`config.mk`:
```
export PLATFORM = sky130hd
export DESIGN_NAME = div_unit
export DESIGN_NICKNAME = d
export VERILOG_FILES = /design/src/rtl/div_unit_pkg.sv /design/src/rtl/div_step.sv /design/src/rtl/div_unit.sv
export SDC_FILE = /design/constraint.sdc
export NUM_CORES = 1
export LEC_CHECK = 0
export CAP_MARGIN = 10
export CORE_UTILIZATION = 57
export DETAILED_ROUTE_END_ITERATION = 12
export GPL_TIMING_DRIVEN = 0
export PLACE_DENSITY = 0.81
export SETUP_SLACK_MARGIN = 0.2
export SKIP_CTS_REPAIR_TIMING = 1
export SLEW_MARGIN = 20
export SYNTH_ARGS = -nofsm -noshare
export SYNTH_HDL_FRONTEND = slang
export SYNTH_SLANG_ARGS = --single-unit
export TNS_END_PERCENT = 10
```
`constraint.sdc`:
```
create_clock -name clk -period 4 [get_ports clk]
set_input_delay 0.8 -clock clk [delete_from_list [all_inputs] [get_ports clk]]
set_output_delay 0.8 -clock clk [all_outputs]
set_load 0.05 [all_outputs]
```
`src/rtl/div_unit_pkg.sv`:
```
// Shared definitions for the EX-stage divider: state encoding, default
// operand width and the exe_ctrl bit positions decode and EX agree on.
package div_unit_pkg;

    // Default operand/result width.
    localparam int DIV_DATA_W = 32;

    // Positions of the divider controls inside the exe_ctrl bundle.
    localparam int EXE_CTRL_DIV_BIT        = 0;
    localparam int EXE_CTRL_DIV_SIGNED_BIT = 1;

    // Divider sequencing states.
    typedef enum logic [1:0] {
        ST_IDLE = 2'd0,
        ST_RUN  = 2'd1,
        ST_DONE = 2'd2
    } div_state_e;

endpackage : div_unit_pkg

```
`src/rtl/div_step.sv`:
```
// One combinational restoring-division iteration: shift {rem, quo} left,
// trial-subtract the divisor magnitude and keep the difference if it fits.
module div_step
    import div_unit_pkg::*;
#(
    parameter int DATA_W = DIV_DATA_W
) (
    input  logic [DATA_W-1:0] rem,
    input  logic [DATA_W-1:0] quo,
    input  logic [DATA_W-1:0] dvsr,
    output logic [DATA_W-1:0] rem_next,
    output logic [DATA_W-1:0] quo_next
);

    logic [DATA_W:0]   shifted_s;
    logic [DATA_W-1:0] diff_s;
    logic              fits_s;

    // Shift, trial-subtract, and restore when the subtraction would go negative.
    // The remainder invariant (rem < dvsr) keeps the accepted difference
    // within DATA_W bits, so only the low bits of the subtraction are needed.
    always_comb begin
        shifted_s = {rem, quo[DATA_W-1]};
        fits_s    = (shifted_s >= {1'b0, dvsr});
        diff_s    = shifted_s[DATA_W-1:0] - dvsr;
        quo_next  = {quo[DATA_W-2:0], fits_s};
        if (fits_s) begin
            rem_next = diff_s;
        end else begin
            rem_next = shifted_s[DATA_W-1:0];
        end
    end

endmodule : div_step

```
`src/rtl/div_unit.sv`:
```
// Iterative radix-2 restoring divider for the EX stage. Signed operations
// divide magnitudes and fix the signs at the end; the latency is fixed at
// DATA_W+1 cycles from acceptance to the complete pulse, data-independent.
module div_unit
    import div_unit_pkg::*;
#(
    parameter int DATA_W = DIV_DATA_W
) (
    input  logic              clk,
    input  logic              resetn,
    input  logic              div,
    input  logic              div_signed,
    input  logic [DATA_W-1:0] dividend,
    input  logic [DATA_W-1:0] divisor,
    input  logic              sweap,
    output logic              busy,
    output logic              complete,
    output logic [DATA_W-1:0] quotient,
    output logic [DATA_W-1:0] remainder
);

    localparam int CNT_W = (DATA_W > 1) ? $clog2(DATA_W) : 1;

    div_state_e        state_r;
    logic [CNT_W-1:0]  count_r;
    logic [DATA_W-1:0] rem_r;
    logic [DATA_W-1:0] quo_r;
    logic [DATA_W-1:0] dvsr_r;
    logic              q_neg_r;
    logic              r_neg_r;
    logic              busy_r;
    logic              complete_r;
    logic [DATA_W-1:0] quotient_r;
    logic [DATA_W-1:0] remainder_r;

    logic [DATA_W-1:0] dvd_mag_s;
    logic [DATA_W-1:0] dvs_mag_s;
    logic              q_neg_s;
    logic              r_neg_s;
    logic [DATA_W-1:0] rem_next_s;
    logic [DATA_W-1:0] quo_next_s;
    logic [DATA_W-1:0] res_q_s;
    logic [DATA_W-1:0] res_r_s;

    // Operand magnitudes and result signs formed from the raw start operands.
    always_comb begin
        if (div_signed) begin
            if (dividend[DATA_W-1]) begin
                dvd_mag_s = {DATA_W{1'b0}} - dividend;
            end else begin
                dvd_mag_s = dividend;
            end
            if (divisor[DATA_W-1]) begin
                dvs_mag_s = {DATA_W{1'b0}} - divisor;
            end else begin
                dvs_mag_s = divisor;
            end
            q_neg_s = dividend[DATA_W-1] ^ divisor[DATA_W-1];
            r_neg_s = dividend[DATA_W-1];
        end else begin
            dvd_mag_s = dividend;
            dvs_mag_s = divisor;
            q_neg_s   = 1'b0;
            r_neg_s   = 1'b0;
        end
    end

    // Sign correction of the finished magnitude quotient and remainder.
    always_comb begin
        if (q_neg_r) begin
            res_q_s = {DATA_W{1'b0}} - quo_r;
        end else begin
            res_q_s = quo_r;
        end
        if (r_neg_r) begin
            res_r_s = {DATA_W{1'b0}} - rem_r;
        end else begin
            res_r_s = rem_r;
        end
    end

    div_step #(
        .DATA_W (DATA_W)
    ) u_step (
        .rem      (rem_r),
        .quo      (quo_r),
        .dvsr     (dvsr_r),
        .rem_next (rem_next_s),
        .quo_next (quo_next_s)
    );

    // Divider sequencer: capture on start, iterate in RUN, publish in DONE;
    // a flush returns to IDLE without touching the published results.
    always_ff @(posedge clk or negedge resetn) begin
        if (!resetn) begin
            state_r     <= ST_IDLE;
            count_r     <= {CNT_W{1'b0}};
            rem_r       <= {DATA_W{1'b0}};
            quo_r       <= {DATA_W{1'b0}};
            dvsr_r      <= {DATA_W{1'b0}};
            q_neg_r     <= 1'b0;
            r_neg_r     <= 1'b0;
            busy_r      <= 1'b0;
            complete_r  <= 1'b0;
            quotient_r  <= {DATA_W{1'b0}};
            remainder_r <= {DATA_W{1'b0}};
        end else if (sweap) begin
            state_r    <= ST_IDLE;
            count_r    <= {CNT_W{1'b0}};
            busy_r     <= 1'b0;
            complete_r <= 1'b0;
        end else begin
            case (state_r)
                ST_IDLE: begin
                    complete_r <= 1'b0;
                    if (div) begin
                        state_r <= ST_RUN;
                        count_r <= {CNT_W{1'b0}};
                        rem_r   <= {DATA_W{1'b0}};
                        quo_r   <= dvd_mag_s;
                        dvsr_r  <= dvs_mag_s;
                        q_neg_r <= q_neg_s;
                        r_neg_r <= r_neg_s;
                        busy_r  <= 1'b1;
                    end else begin
                        busy_r  <= 1'b0;
                    end
                end
                ST_RUN: begin
                    complete_r <= 1'b0;
                    rem_r      <= rem_next_s;
                    quo_r      <= quo_next_s;
                    count_r    <= count_r + CNT_W'(1);
                    if (count_r == CNT_W'(DATA_W - 1)) begin
                        state_r <= ST_DONE;
                    end else begin
                        state_r <= ST_RUN;
                    end
                end
                ST_DONE: begin
                    quotient_r  <= res_q_s;
                    remainder_r <= res_r_s;
                    complete_r  <= 1'b1;
                    busy_r      <= 1'b0;
                    count_r     <= {CNT_W{1'b0}};
                    state_r     <= ST_IDLE;
                end
                default: begin
                    state_r    <= ST_IDLE;
                    count_r    <= {CNT_W{1'b0}};
                    busy_r     <= 1'b0;
                    complete_r <= 1'b0;
                end
            endcase
        end
    end

    assign busy      = busy_r;
    assign complete  = complete_r;
    assign quotient  = quotient_r;
    assign remainder = remainder_r;

endmodule : div_unit

```
==> results.md <==
* Final Cycle Share at 0.905
* Fill cells at 1,553
* Lkg Pwr at 0.00561 µW
* Syn Nets at 1,441
* WL/cell at 17.5 µm
* Worst setup path class: in2reg
* CTS buffer count at 17
* CTS sink count at 171
* Max Cap Viol at 0
* Worst-Margin Slew at 805 ps
* Drt via density at 6.06
* Remaining DRCs at 0
* GP Congestion at 0.974
* CP arrival at 3950 ps
* Layout cells sized above 1 at 0.0354
* Max Fclk at 276 MHz
* Hold_ws at 313 ps
* Global-route wire length before repair at 50,200 µm
* Startpoint types: primary input
* Sequential fraction of the synthesis area at 0.386
* Area grow syn2layout at 20.8%
* Largest family of logic cells by synthesized area: compound AO/OA/AOI/OAI gates
* Top-area cell type share of the netlist area at 0.386
* Initial Util at 0.587
* Max VDD drop at 509 µV
* Num rows at 50
* Die area at 0.0200 mm²
* Core footprint at 0.0189 mm²
* Gr usage total at 0.318
* Drt pass-1 iters at 6
* Tmin final at 3620 ps
* Detail Route Antenna Nets at 0
* Avg Inst Size Synth at 8.32 µm²
* Ys Warns at 0
* Simple-gate share of the synthesized area at 0.175
* # setup viols final at 0
* CTS tree: built
* H-tree depth at 4
* Min-delay worst type: in2async
* Antenna violations before repair at 0
* Slew HR at 0.460
* Multiplexer share of the synthesized area at 0.00553
* #FFs+latches synth at 171
* Die H at 141 µm
* CTS root buffer: clkbuf_16
* CP required at 4330 ps
* Routed via count at 10,651
* Compound-Gate Fraction of Synth Area at 0.235
* EDFF count, synth at 0
* Pwr Density at 576 mW/mm²
* Post-synth top area cell: dfrtp_1
* CP Capture Type: flip-flop
* Ports at 135
* Adder-Cell Fraction of Synth Area at 0.0447
* RSZ-0062 raised after global routing: true
* Largest net degree at the start of global routing at 98
* Main area contributors after synthesis: dfrtp_1 39%, o21ai_0 8.3%, nand2_1 7.5%, xor2_1 6.9%, ha_1 4.3%
* R2r setup slk at 410 ps
* Design Area, Final at 0.0134 mm²
* Clk_lat worst skew at 440 ps
* Top FF cell, synth: dfrtp_1
* Diode count at 0
* Post-synthesis xor/xnor area fraction at 0.111
* Die width at 141 µm
* Clock-pin slew on the worst setup and hold paths at 70 ps
* Critical Path Fanout Max at 4
* Starting DRT DRC Count at 889
* Status: finished clean
* Final Hold Viols at 0
* Global route overflow at 0
* Commonest cells in the netlist: 222 x nand2_1, 184 x o21ai_0, 171 x dfrtp_1
* Final nets at 1,595
* Count leader, synth: nand2_1
* Wirelength, routed at 30,900 µm
* Netlist cell types at 62
* Vias in the first global route at 10,050
* Clk buf depth at 2
* Gate Count Post-Synth at 1,333
* Final HPWL from detailed placement at 23,800 µm
* Buffers on Ports at 134
* Total Neg Setup Slack at 0 ps
* Skew final at 10.5 ps
* Post-placement cell area at 0.0128 mm²
* Final Max Tran Viols at 0
* Synthesized area at 0.0111 mm²
* Asr flop ratio synth at 1.00
flip-flops by register name (all words and copies together) (netlist names):
name / cells
q_neg_r: 1
dvsr_r: 32
state_r: 2
quotient: 32
complete: 1
r_neg_r: 1
remainder: 32
quo_r: 32
rem_r: 32
count_r: 5
busy: 1
path summary, 6_finish.rpt:
kind | cells past startpoint | endpoint | from
worst max-delay path | 8 | quo_r[31] | dividend[8]
worst max register to register | 12 | rem_r[20] | quo_r[31]
worst min-delay path | 1 | dvsr_r[25] | resetn
worst min register to register | 2 | quotient[27] | quotient[27]
max in group asynchronous | 2 | quo_r[5] | resetn
min in group clk | 2 | quotient[27] | quotient[27]
area by class of cell:
cell class,count,area [µm²],area share
Inverter,55,206,0.0154
Timing Repair Buffer,135,1370,0.103
Tap cell,260,325,0.0243
Sequential cell,171,4280,0.320
Clock inverter,12,136,0.0102
Clock buffer,19,453,0.0338
Multi-Input combinational cell,1032,6330,0.473
Buffer,75,285,0.0213
cells by family after synthesis:
| logic type | count (synthesis) |
|---|---|
| XOR/XNOR | 140 |
| multiplexers | 6 |
| adder cells (fa/ha/maj) | 39 |
| buffers and inverters | 130 |
| AND/OR/NAND/NOR | 425 |
| AO/OA/AOI/OAI | 422 |
| flip-flops | 171 |
critical path: stages:
cell	delay, ps
clkdlybuf4s50_1	470
or4_1	600
or4_1	500
nor4_2	530
nand3_1	200
o41ai_1	420
a32oi_1	170
o21ai_0	260
per-layer routing:
| layer | part of all wire | global-route usage | vias up |
|---|---|---|---|
| met5 | 0 | 0 | - |
| met4 | 0.021 | 0.109 | 0 |
| met3 | 0.082 | 0.0476 | 46 |
| met2 | 0.46 | 0.500 | 503 |
| met1 | 0.44 | 0.450 | 5035 |
| li1 | - | - | 5067 |
metrics by stage:
step / util / worst slack (ps) / power, µW / instances
2_1_floorplan: - / 948 / 4960 / 1333
3_3_place_gp: 0.675 / -4760 / 5850 / 1727
3_5_place_dp: 0.677 / -131 / 5950 / 1728
4_1_cts: 0.708 / 217 / 7620 / 1759
5_1_grt: 0.709 / 178 / 8210 / 1759
6_report: 0.709 / 379 / 7720 / 1759
power breakdown:
part | switching [µW] | internal, µW
clock | 720 | 957
combinational | 2170 | 1430
sequential | 452 | 1990
placed cells by master (no fill, tap or decap), types with 4 or more instances in the layout:
cell type,n
and3_1,8
o21ai_1,5
inv_1,55
buf_1,5
or3_1,20
or2_2,7
dfrtp_1,171
a21o_1,12
clkbuf_16,17
a21oi_1,64
o211ai_1,22
nand4_1,8
o21bai_1,6
clkdlybuf4s50_1,133
nand3_1,19
nor4_1,11
nor2b_1,5
nor3b_1,4
a31oi_1,8
xor2_1,87
o31a_1,8
nand2b_1,4
or4_1,15
nor2_1,58
o31ai_1,28
xnor2_1,53
a211oi_1,5
nor3_1,33
o41ai_1,14
nand2_1,222
a221o_1,9
clkbuf_1,67
o22ai_1,23
o21ai_0,184
mux2i_1,5
ha_1,38
Note: power is estimated with default switching activity, not from simulation.
